**src/rtl/rca_writeback_sequencer_if.sv**
```systemverilog
// rca_writeback_sequencer_if
// Bundles the RCA channel side (bundle presentation and acceptance) and the
// register-file side (write ports, retire pulse, occupancy) of the writeback
// sequencer into one interface.
//   slave  : the sequencer view (consumes bundles, drives write ports)
//   master : the environment view (RCA channels + register file)
// Ports carried:
//   ch_done/ch_id/ch_rd_addr/ch_rd_data/ch_rd_mask -> bundle from each channel
//   ch_ack                                         <- bundle accepted
//   drain_en                                       -> register file ready
//   wr_valid/wr_addr/wr_data/wr_id                 <- write ports
//   retired/retired_id                             <- bundle completion
//   fifo_count                                     <- per-channel occupancy
interface rca_writeback_sequencer_if #(
  parameter int NUM_RCA_CHANNELS   = 2,
  parameter int RESULTS_PER_BUNDLE = 4,
  parameter int WRITE_PORTS        = 2,
  parameter int FIFO_DEPTH         = 4,
  parameter int XLEN               = 32,
  parameter int ID_WIDTH           = 3
);
  localparam int CNT_W = $clog2(FIFO_DEPTH + 1);

  logic [NUM_RCA_CHANNELS-1:0]                                   ch_done;
  logic [NUM_RCA_CHANNELS-1:0][ID_WIDTH-1:0]                     ch_id;
  logic [NUM_RCA_CHANNELS-1:0][RESULTS_PER_BUNDLE-1:0][4:0]      ch_rd_addr;
  logic [NUM_RCA_CHANNELS-1:0][RESULTS_PER_BUNDLE-1:0][XLEN-1:0] ch_rd_data;
  logic [NUM_RCA_CHANNELS-1:0][RESULTS_PER_BUNDLE-1:0]           ch_rd_mask;
  logic [NUM_RCA_CHANNELS-1:0]                                   ch_ack;
  logic                                                          drain_en;
  logic [WRITE_PORTS-1:0]                                        wr_valid;
  logic [WRITE_PORTS-1:0][4:0]                                   wr_addr;
  logic [WRITE_PORTS-1:0][XLEN-1:0]                              wr_data;
  logic [ID_WIDTH-1:0]                                           wr_id;
  logic                                                          retired;
  logic [ID_WIDTH-1:0]                                           retired_id;
  logic [NUM_RCA_CHANNELS-1:0][CNT_W-1:0]                        fifo_count;

  modport slave (
    input  ch_done, ch_id, ch_rd_addr, ch_rd_data, ch_rd_mask, drain_en,
    output ch_ack, wr_valid, wr_addr, wr_data, wr_id, retired, retired_id, fifo_count
  );

  modport master (
    output ch_done, ch_id, ch_rd_addr, ch_rd_data, ch_rd_mask, drain_en,
    input  ch_ack, wr_valid, wr_addr, wr_data, wr_id, retired, retired_id, fifo_count
  );
endinterface

```
**src/rtl/rca_writeback_sequencer.sv**
```systemverilog
// rca_writeback_sequencer
// Buffers multi-result writeback bundles from several RCA channels in
// per-channel FIFOs, picks a channel round-robin, and drains the selected
// bundle into WRITE_PORTS register-file write ports per cycle, pulsing
// retired with the bundle id together with its last writes.
// Ports:
//   clk  - clock
//   rst  - synchronous active-high reset
//   bus  - rca_writeback_sequencer_if.slave (channel side + write side)
module rca_writeback_sequencer #(
  parameter int NUM_RCA_CHANNELS   = 2,
  parameter int RESULTS_PER_BUNDLE = 4,
  parameter int WRITE_PORTS        = 2,
  parameter int FIFO_DEPTH         = 4,
  parameter int XLEN               = 32,
  parameter int ID_WIDTH           = 3
) (
  input  logic                      clk,
  input  logic                      rst,
  rca_writeback_sequencer_if.slave  bus
);
  localparam int N     = NUM_RCA_CHANNELS;
  localparam int R     = RESULTS_PER_BUNDLE;
  localparam int W     = WRITE_PORTS;
  localparam int CNT_W = $clog2(FIFO_DEPTH + 1);
  localparam int PTR_W = $clog2(FIFO_DEPTH);
  localparam int SEL_W = (N > 1) ? $clog2(N) : 1;

  typedef enum logic [0:0] {S_IDLE = 1'b0, S_DRAIN = 1'b1} state_e;

  // Per-channel bundle storage
  logic [ID_WIDTH-1:0]         id_mem_q   [N][FIFO_DEPTH];
  logic [ID_WIDTH-1:0]         id_mem_d   [N][FIFO_DEPTH];
  logic [R-1:0][4:0]           addr_mem_q [N][FIFO_DEPTH];
  logic [R-1:0][4:0]           addr_mem_d [N][FIFO_DEPTH];
  logic [R-1:0][XLEN-1:0]      data_mem_q [N][FIFO_DEPTH];
  logic [R-1:0][XLEN-1:0]      data_mem_d [N][FIFO_DEPTH];
  logic [R-1:0]                mask_mem_q [N][FIFO_DEPTH];
  logic [R-1:0]                mask_mem_d [N][FIFO_DEPTH];
  logic [PTR_W-1:0]            wr_ptr_q [N], wr_ptr_d [N];
  logic [PTR_W-1:0]            rd_ptr_q [N], rd_ptr_d [N];
  logic [CNT_W-1:0]            count_q  [N], count_d  [N];

  // Sequencer state
  state_e                      state_q, state_d;
  logic [SEL_W-1:0]            sel_q, sel_d;
  logic [SEL_W-1:0]            rr_ptr_q, rr_ptr_d;
  logic [R-1:0]                rem_mask_q, rem_mask_d;

  // Combinational helpers
  logic [N-1:0]                full, empty, ack, pop;
  logic                        pick_found;
  logic [SEL_W-1:0]            pick_ch, cand;
  logic [ID_WIDTH-1:0]         head_id;
  logic [R-1:0][4:0]           head_addr;
  logic [R-1:0][XLEN-1:0]      head_data;
  logic                        drain_fire, retire;
  logic [R-1:0]                rem_next;
  int                          rank;
  logic                        port_used [W];
  logic [4:0]                  port_addr [W];
  logic [XLEN-1:0]             port_data [W];
  logic [W-1:0]                port_valid;

  // Occupancy flags and acceptance; a full FIFO refuses even when popping.
  always_comb begin
    for (int c = 0; c < N; c++) begin
      full[c]  = (count_q[c] == CNT_W'(FIFO_DEPTH));
      empty[c] = (count_q[c] == {CNT_W{1'b0}});
      ack[c]   = bus.ch_done[c] & ~full[c] & ~rst;
    end
  end

  // Round-robin pick: first non-empty channel at or after rr_ptr.
  always_comb begin
    pick_found = 1'b0;
    pick_ch    = {SEL_W{1'b0}};
    cand       = {SEL_W{1'b0}};
    for (int i = 0; i < N; i++) begin
      cand = SEL_W'((int'(rr_ptr_q) + i) % N);
      if (!pick_found && !empty[cand]) begin
        pick_found = 1'b1;
        pick_ch    = cand;
      end else begin
        pick_found = pick_found;
      end
    end
  end

  // Head entry of the selected channel.
  always_comb begin
    head_id   = id_mem_q[sel_q][rd_ptr_q[sel_q]];
    head_addr = addr_mem_q[sel_q][rd_ptr_q[sel_q]];
    head_data = data_mem_q[sel_q][rd_ptr_q[sel_q]];
  end

  // Slot-to-port mapping: the k-th remaining set bit (ascending) goes to
  // port k when k < W; everything mapped is cleared from the mask.
  always_comb begin
    drain_fire = (state_q == S_DRAIN) && bus.drain_en;
    rank       = 0;
    rem_next   = rem_mask_q;
    for (int p = 0; p < W; p++) begin
      port_used[p] = 1'b0;
      port_addr[p] = 5'd0;
      port_data[p] = {XLEN{1'b0}};
    end
    for (int j = 0; j < R; j++) begin
      for (int p = 0; p < W; p++) begin
        if (drain_fire && rem_mask_q[j] && (rank == p)) begin
          port_used[p] = 1'b1;
          port_addr[p] = head_addr[j];
          port_data[p] = head_data[j];
          rem_next[j]  = 1'b0;
        end else begin
          port_used[p] = port_used[p];
        end
      end
      rank = rank + (rem_mask_q[j] ? 1 : 0);
    end
  end

  // Write enables: r0 writes are dropped, and when two ports target the same
  // register in one cycle only the higher port (later result) writes.
  always_comb begin
    for (int p = 0; p < W; p++) begin
      port_valid[p] = port_used[p] && (port_addr[p] != 5'd0);
      for (int q = p + 1; q < W; q++) begin
        if (port_used[q] && (port_addr[q] == port_addr[p])) begin
          port_valid[p] = 1'b0;
        end else begin
          port_valid[p] = port_valid[p];
        end
      end
    end
  end

  // Sequencer FSM next-state, retire and pop decisions.
  always_comb begin
    state_d    = state_q;
    sel_d      = sel_q;
    rr_ptr_d   = rr_ptr_q;
    rem_mask_d = rem_mask_q;
    retire     = 1'b0;
    pop        = {N{1'b0}};
    case (state_q)
      S_IDLE: begin
        if (pick_found) begin
          state_d    = S_DRAIN;
          sel_d      = pick_ch;
          rem_mask_d = mask_mem_q[pick_ch][rd_ptr_q[pick_ch]];
        end else begin
          state_d = S_IDLE;
        end
      end
      S_DRAIN: begin
        if (bus.drain_en) begin
          rem_mask_d = rem_next;
          if (rem_next == {R{1'b0}}) begin
            retire     = 1'b1;
            pop[sel_q] = 1'b1;
            rr_ptr_d   = (sel_q == SEL_W'(N - 1)) ? {SEL_W{1'b0}} : sel_q + SEL_W'(1);
            state_d    = S_IDLE;
          end else begin
            state_d = S_DRAIN;
          end
        end else begin
          state_d = S_DRAIN;
        end
      end
      default: state_d = S_IDLE;
    endcase
  end

  // FIFO push/pop bookkeeping.
  always_comb begin
    id_mem_d   = id_mem_q;
    addr_mem_d = addr_mem_q;
    data_mem_d = data_mem_q;
    mask_mem_d = mask_mem_q;
    for (int c = 0; c < N; c++) begin
      wr_ptr_d[c] = wr_ptr_q[c] + PTR_W'(ack[c]);
      rd_ptr_d[c] = rd_ptr_q[c] + PTR_W'(pop[c]);
      count_d[c]  = count_q[c] + CNT_W'(ack[c]) - CNT_W'(pop[c]);
      if (ack[c]) begin
        id_mem_d[c][wr_ptr_q[c]]   = bus.ch_id[c];
        addr_mem_d[c][wr_ptr_q[c]] = bus.ch_rd_addr[c];
        data_mem_d[c][wr_ptr_q[c]] = bus.ch_rd_data[c];
        mask_mem_d[c][wr_ptr_q[c]] = bus.ch_rd_mask[c];
      end else begin
        id_mem_d[c][wr_ptr_q[c]] = id_mem_q[c][wr_ptr_q[c]];
      end
    end
  end

  // Output drive.
  always_comb begin
    bus.ch_ack     = ack;
    bus.wr_valid   = port_valid;
    for (int p = 0; p < W; p++) begin
      bus.wr_addr[p] = port_addr[p];
      bus.wr_data[p] = port_data[p];
    end
    bus.wr_id      = (state_q == S_DRAIN) ? head_id : {ID_WIDTH{1'b0}};
    bus.retired    = retire;
    bus.retired_id = retire ? head_id : {ID_WIDTH{1'b0}};
    for (int c = 0; c < N; c++) begin
      bus.fifo_count[c] = count_q[c];
    end
  end

  // State registers; bundle storage needs no reset since pointers gate it.
  always_ff @(posedge clk) begin
    if (rst) begin
      state_q    <= S_IDLE;
      sel_q      <= {SEL_W{1'b0}};
      rr_ptr_q   <= {SEL_W{1'b0}};
      rem_mask_q <= {R{1'b0}};
      for (int c = 0; c < N; c++) begin
        wr_ptr_q[c] <= {PTR_W{1'b0}};
        rd_ptr_q[c] <= {PTR_W{1'b0}};
        count_q[c]  <= {CNT_W{1'b0}};
      end
    end else begin
      state_q    <= state_d;
      sel_q      <= sel_d;
      rr_ptr_q   <= rr_ptr_d;
      rem_mask_q <= rem_mask_d;
      wr_ptr_q   <= wr_ptr_d;
      rd_ptr_q   <= rd_ptr_d;
      count_q    <= count_d;
      id_mem_q   <= id_mem_d;
      addr_mem_q <= addr_mem_d;
      data_mem_q <= data_mem_d;
      mask_mem_q <= mask_mem_d;
    end
  end
endmodule

```
**src/flat_wrapper.sv**
```systemverilog
// flat-port wrapper written by rule: the top's interface ports become plain ports
module rca_writeback_sequencer_flat 
#(
  parameter int NUM_RCA_CHANNELS   = 2,
  parameter int RESULTS_PER_BUNDLE = 4,
  parameter int WRITE_PORTS        = 2,
  parameter int FIFO_DEPTH         = 4,
  parameter int XLEN               = 32,
  parameter int ID_WIDTH           = 3
)
  (clk, rst, bus_ch_done, bus_ch_id, bus_ch_rd_addr, bus_ch_rd_data, bus_ch_rd_mask, bus_drain_en, bus_ch_ack, bus_wr_valid, bus_wr_addr, bus_wr_data, bus_wr_id, bus_retired, bus_retired_id, bus_fifo_count);
  rca_writeback_sequencer_if #(.NUM_RCA_CHANNELS(NUM_RCA_CHANNELS), .RESULTS_PER_BUNDLE(RESULTS_PER_BUNDLE), .WRITE_PORTS(WRITE_PORTS), .FIFO_DEPTH(FIFO_DEPTH), .XLEN(XLEN), .ID_WIDTH(ID_WIDTH)) bus_i ();
  input  logic clk;
  input  logic rst;
  input wire logic [$bits(bus_i.ch_done)-1:0] bus_ch_done;
  input wire logic [$bits(bus_i.ch_id)-1:0] bus_ch_id;
  input wire logic [$bits(bus_i.ch_rd_addr)-1:0] bus_ch_rd_addr;
  input wire logic [$bits(bus_i.ch_rd_data)-1:0] bus_ch_rd_data;
  input wire logic [$bits(bus_i.ch_rd_mask)-1:0] bus_ch_rd_mask;
  input wire logic [$bits(bus_i.drain_en)-1:0] bus_drain_en;
  output wire logic [$bits(bus_i.ch_ack)-1:0] bus_ch_ack;
  output wire logic [$bits(bus_i.wr_valid)-1:0] bus_wr_valid;
  output wire logic [$bits(bus_i.wr_addr)-1:0] bus_wr_addr;
  output wire logic [$bits(bus_i.wr_data)-1:0] bus_wr_data;
  output wire logic [$bits(bus_i.wr_id)-1:0] bus_wr_id;
  output wire logic [$bits(bus_i.retired)-1:0] bus_retired;
  output wire logic [$bits(bus_i.retired_id)-1:0] bus_retired_id;
  output wire logic [$bits(bus_i.fifo_count)-1:0] bus_fifo_count;
  assign bus_i.ch_done = bus_ch_done;
  assign bus_i.ch_id = bus_ch_id;
  assign bus_i.ch_rd_addr = bus_ch_rd_addr;
  assign bus_i.ch_rd_data = bus_ch_rd_data;
  assign bus_i.ch_rd_mask = bus_ch_rd_mask;
  assign bus_i.drain_en = bus_drain_en;
  assign bus_ch_ack = bus_i.ch_ack;
  assign bus_wr_valid = bus_i.wr_valid;
  assign bus_wr_addr = bus_i.wr_addr;
  assign bus_wr_data = bus_i.wr_data;
  assign bus_wr_id = bus_i.wr_id;
  assign bus_retired = bus_i.retired;
  assign bus_retired_id = bus_i.retired_id;
  assign bus_fifo_count = bus_i.fifo_count;
  rca_writeback_sequencer #(.NUM_RCA_CHANNELS(NUM_RCA_CHANNELS), .RESULTS_PER_BUNDLE(RESULTS_PER_BUNDLE), .WRITE_PORTS(WRITE_PORTS), .FIFO_DEPTH(FIFO_DEPTH), .XLEN(XLEN), .ID_WIDTH(ID_WIDTH)) u_core (.clk(clk), .rst(rst), .bus(bus_i));
endmodule
```
**config.mk**
```make
export PLATFORM = sky130hd
export DESIGN_NAME = rca_writeback_sequencer_flat
export DESIGN_NICKNAME = d
export VERILOG_FILES = /design/src/rtl/rca_writeback_sequencer_if.sv /design/src/rtl/rca_writeback_sequencer.sv /design/src/flat_wrapper.sv
export SDC_FILE = /design/constraint.sdc
export NUM_CORES = 2
export LEC_CHECK = 0
export CORE_MARGIN = 4
export CORE_UTILIZATION = 45
export CTS_BUF_LIST = sky130_fd_sc_hd__clkbuf_4 sky130_fd_sc_hd__clkbuf_8
export CTS_CLUSTER_DIAMETER = 120
export DETAILED_ROUTE_END_ITERATION = 8
export PLACE_DENSITY = 0.71
export SLEW_MARGIN = 25
export SYNTH_ARGS = -nofsm -noshare
export SYNTH_HDL_FRONTEND = slang
export SYNTH_SLANG_ARGS = --single-unit
```
**constraint.sdc**
```tcl
create_clock -name clk -period 14.2 [get_ports clk]
set_clock_uncertainty 0.1 [all_clocks]
set_input_delay 2.84 -clock clk [delete_from_list [all_inputs] [get_ports clk]]
set_output_delay 2.84 -clock clk [all_outputs]
set_load 0.02 [all_outputs]
```
* Yosys cells after proc, flatten, opt, wreduce, memory -nomap -nowiden
Cells that the tools add are included.
Storage, ports and cells: bits in registers 1261, latch bits 0, memory bits (writable) 0, memory bits (read-only) 0, memories kept 0
Operators by class: $add $sub $neg 12, $mul 0, div/mod/pow operators 0, order comparisons 12, equality and inequality tests 8, shifts and indexed selects 0, mux-type cells 122, bitwise operators 14, reductions and logical operators 32
Operators by type and width (number):
- $mux 512 | 3
- $bwmux 512 | 2
- $demux 128 s2 | 2
- $mux 128 | 4
- $bmux 128 s2 | 1
- $mux 80 | 3
- $mux 32 | 7
- $bwmux 80 | 2
- $eq 32x2->1 const B | 3
- $logic_not 32->1 | 3
- $demux 20 s2 | 2
- $mux 20 | 4
- $add 32x32->32 | 2
- $mux 12 | 5
- $bwmux 12 | 4
- $mux 16 | 3
- $bmux 20 s2 | 1
- $mux 5 | 7
- $mux 1 | 34
- $bwmux 16 | 2
- $mux 3 | 10
- $mux 4 | 6
- $bmux 3 s2 | 3
- $logic_and 1x1->1 | 18
- 30 further kinds | 69

* Depth between registers and ports, before layout
depth in word-level cells 16, mapped depth 14

* Least setup slack after synthesis
OpenSTA, ideal clock, no wires.
path type input to register, from in rst, to reg u_core.addr_mem_q[60] (netlist name), enable pin, arrival time 13512 ps, data required time 13252 ps, setup slack -260 ps, cell stages on the path 2, path through nand3b_1 -> nor3_1
Between the ends: cells in the longest elaborated chain, start to end 3
Ends and longest elaborated chain:
- start, declared | line flat_wrapper.sv:14 | input logic rst;
- $not 1->1 (no line) (*)
- $and 1x1->1 | line rca_writeback_sequencer.sv:70 | ack[c] = bus.ch_done[c] & ~full[c] & ~rst;
- $reduce_and 2->1 (no line) (*)
- end signal, assigned | line rca_writeback_sequencer.sv:233 | addr_mem_q <= addr_mem_d;
- end, declared | line rca_writeback_sequencer.sv:34 | logic [R-1:0][4:0] addr_mem_q [N][FIFO_DEPTH];
Every way passes the cells marked *; elsewhere a longest branch is shown, timed or not. A chain may end at the register's enable or synchronous reset.

* Worst setup path in the final report
from in bus_drain_en, to out bus_wr_valid[0]
Between the ends: cells in the longest elaborated chain, start to end 9
Ends and longest elaborated chain:
- start, declared | line flat_wrapper.sv:20 | input wire logic [$bits(bus_i.drain_en)-1:0] bus_drain_en;
- $logic_and 1x1->1 (*) | line rca_writeback_sequencer.sv:100 | drain_fire = (state_q == S_DRAIN) && bus.drain_en;
- $logic_and 1x1->1 | line rca_writeback_sequencer.sv:110 | if (drain_fire && rem_mask_q[j] && (rank == p)) begin
- $mux 5 / $logic_and 1x1->1 (equally long branches) | line rca_writeback_sequencer.sv:110
- $mux 5 (3 in series) | line rca_writeback_sequencer.sv:110
- $eq 5x5->1 / $reduce_bool 5->1 (equally long branches) | line rca_writeback_sequencer.sv:129, rca_writeback_sequencer.sv:127
- $logic_and 1x1->1, on equally long branches | line rca_writeback_sequencer.sv:129, rca_writeback_sequencer.sv:127
- $mux 1 (*) | line rca_writeback_sequencer.sv:129 | if (port_used[q] && (port_addr[q] == port_addr[p])) begin
- end, declared | line flat_wrapper.sv:22 | output wire logic [$bits(bus_i.wr_valid)-1:0] bus_wr_valid;
Marked as above.

==> results.json <==
{
  "cts_tree": "yes",
  "met1Wirelength_um": 48600,
  "yosys_warnings": 0,
  "cts_sinks": 1261,
  "maxSlewViolCount": 0,
  "crit_path_start": "bus_drain_en",
  "vdd_drop_max_mv": 0.102,
  "syn-num-nets": 2742,
  "r2r-end": "u_core.data_mem_q[845]",
  "yosysTopAreaCellShare_pct": 74.7,
  "synth.top_cells.by_area": "edfxtp_1 75%, mux4_2 13%, mux2i_1 3.8%",
  "slew_headroom_pct": 30.0,
  "hold_viol_final": 0,
  "crit_end": "bus_wr_valid[0]",
  "total_leakage_power_nw": 18.4,
  "synth_fa_ha_area_share_pct": 0.321,
  "synth-edff-count": 1240,
  "nets": 3246,
  "tns_ns": 0,
  "fmax_ghz": 0.103,
  "ctsHoldBuffers": 0,
  "synth_ff_type": "edfxtp_1",
  "synth-compound-area-share_pct": 2.90,
  "worstMarginPinSlew_ns": 1.05,
  "crit_cells": 11,
  "post_cts_resized": 0,
  "synth.cell_area_um2": 49900,
  "path_class": "in -> out",
  "synth.ff_latch_count": 1261,
  "cp_cell_sequence": "clkdlybuf4s50_1, and3_1, nand3_4, or2_2, a31oi_1, a21oi_1, mux2_2, nand4_1, o32ai_1, a21oi_1, clkdlybuf4s50_1",
  "drt_wl_total_um": 129000,
  "fin_crit_sh_pct": 68.6,
  "period_minus_slack_ns": 9.74,
  "status": "complete, no violations",
  "clock_path_buffers": 3,
  "fin_area_um2": 59500,
  "timing.final.ws_setup_ns": 4.46,
  "critPathArrivalTime_ns": 6.80,
  "slowest_delay_ns": 0.68,
  "dr.first_iter.drc_count": 2579,
  "syn_area_per_cell_um2": 20.6,
  "gp_congestion": 0.805,
  "rows": 121,
  "start_util_pct": 45.6,
  "fin_util_pct": 54.4,
  "drive_gt1_share_pct": 21.5,
  "synth.distinct_cells": 57,
  "cp.required_ns": 11.26,
  "synth_top_area_cell": "edfxtp_1",
  "grt_pass1_wl_um": 186000,
  "synthXorXnorAreaFrac_pct": 0.246,
  "synthToLayoutAreaGrowth_pct": 19.4,
  "synthCells": 2416,
  "holdWs_ns": 0.415,
  "ff2ff_path_depth": 6,
  "wire_per_inst_um": 28.0,
  "synth_mux_area_share_pct": 17.0,
  "wl_met2_um": 64200,
  "ios": 406,
  "synth_top_family_by_area": "multiplexers",
  "crit_family": "simple AND/OR/NAND/NOR gates",
  "antenna_found_initial": 52,
  "track_usage_pct": 22.0,
  "ys_seq_area_share_pct": 75.5,
  "topRoutingLayerUsed": "met5",
  "vias": 26300,
  "ff2ff_setup_slack_ns": 10.09,
  "hp-class": "reg -> reg",
  "grt_overflow": 0,
  "path_max_fanout": 37,
  "holdCritStartpoint": "u_core.rr_ptr_q",
  "cts_root_buf": "clkbuf_8",
  "die_w_um": 341,
  "synthArstFlopShare_pct": 0,
  "cap_viol_max_count": 0,
  "rsz0062_at_grt": "false",
  "dpl.hpwl_um": 78100,
  "place_ws_ns": 4.49,
  "die_height_um": 341,
  "setup_violations": 0,
  "worstReg2RegStart": "u_core.bus.fifo_count[1]",
  "grt_pass1_vias": 27600,
  "drc": 0,
  "routed_via_density": 5.72,
  "portBuffers": 405,
  "critPathLaunchType": "primary input",
  "postPlaceCellArea_um2": 55600,
  "critPathSlowestCell": "clkdlybuf4s50_1",
  "clk_pin_slew_ns": 0.06,
  "power_density_nw_per_um2": 156,
  "cts_buffers": 194,
  "drtPass1Iterations": 6,
  "antenna_left": 0,
  "met3_wirelength_um": 11800,
  "post_cts.repair.setup_buffers": 0,
  "crit_path_end_kind": "output port",
  "htreeDepth": 4,
  "dieArea_um2": 116000,
  "core_um2": 109000,
  "crit_buf_inv": 2,
  "synthSimpleGateAreaFrac_pct": 2.51,
  "clk_latency_ns": 0.85,
  "grt_max_degree": 111
}
## per-stage QoR
stage	instances	total power, mW
after floorplan	2416	5.78
after global placement	4200	6.39
after detailed placement	4200	6.44
after CTS	4550	9.40
after global routing	4569	9.71
final	4592	9.31
## tightest hold or removal path, delay by kind of cell, from the launching register on
kind / cells / cell delay (ns)
AND/OR/NAND/NOR: 1 / 0.08
flip-flops: 1 / 0.33
AO/OA/AOI/OAI: 1 / 0.06
## layout make-up
| cell class | count | area (µm²) |
|---|---|---|
| diodes | 42 | 105 |
| clock buffers | 254 | 3150 |
| clock inverters | 96 | 693 |
| fillers | 8161 | 49900 |
| inverters | 17 | 63.8 |
| multi-input cells | 996 | 11600 |
| flip-flops and latches | 1261 | 37700 |
| well taps | 1476 | 1850 |
| repair buffers | 450 | 4420 |
## cells in the final DEF, fill, tap and decap left out, drive strengths merged, types with 7 or more instances in the layout
cell type      instances
a31oi                  7
dfxtp                 21
mux4                 289
xnor2                 11
nand3                 39
a211oi                26
buf                   45
nand2                 93
clkbuf               254
o21ai                 72
bufinv                 8
nor3                  16
a21oi                 26
inv                   23
mux2                   7
edfxtp              1240
diode                 42
nor2b                 24
clkdlybuf4s50        405
ha                     8
o221ai                34
nor2                  61
mux2i                187
o22ai                 39
nand2b                11
clkinv                78
## kinds of logic after synthesis
family,after synthesis
AOI/OAI and AO/OA,219
xor gates and xnor gates,14
adders and majority gates,11
buffers and inverters,159
DFF,1261
muxes,483
and+or+nand+nor,269
## per-layer routing
layer / vias up / track usage, %
met2: 1252 / 35.9
li1: 11100 / -
met3: 238 / 6.17
met5: - / 0
met1: 13600 / 27.8
met4: 22 / 9.09
## synth_stat cells (4+ instances only)
master    count
mux2i_1     187
nor3b_1       4
nand2b_1     11
clkbuf_1     44
nor2_1       61
o221ai_1     34
dfxtp_1      21
a21oi_1      24
o22ai_1      39
mux4_2      286
buf_4         5
edfxtp_1   1240
nor3_1       16
buf_2        83
xnor2_1      11
buf_1         6
ha_1          8
nor2b_1      24
o21ai_0      71
nand4_1       4
a211oi_1     26
buf_6         4
mux2_2        6
nand2_1      93
nand3_1      39
a31oi_1       4
inv_1        17
## registers in the layout (all words and copies together) (netlist names)
| name | cells |
|---|---|
| u_core.data_mem_q | 1024 |
| u_core.addr_mem_q | 160 |
| u_core.mask_mem_q | 32 |
| u_core.id_mem_q | 24 |
| u_core.bus.fifo_count | 6 |
| u_core.rd_ptr_q | 4 |
| u_core.rem_mask_q | 4 |
| u_core.wr_ptr_q | 4 |
| u_core.rr_ptr_q | 1 |
| u_core.sel_q | 1 |
| u_core.state_q | 1 |
## power by group
part | switching (mW) | leakage, nW | internal [mW]
Clock | 1.37 | 2.02 | 1.60
Combinational | 1.07 | 4.89 | 0.907
Sequential | 0.0897 | 11.4 | 4.27
## worst min path at each step
stage | end | slack, ns | cells past startpoint
6_report | u_core.rr_ptr_q | 0.41 | 2
3_3_place_gp | u_core.rr_ptr_q | 0.38 | 2
2_1_floorplan | u_core.rr_ptr_q | 0.36 | 2
5_1_grt | u_core.rr_ptr_q | 0.46 | 2
3_5_place_dp | u_core.rr_ptr_q | 0.41 | 2
4_1_cts | u_core.rr_ptr_q | 0.42 | 2
Power figures use the tool's default switching activity.
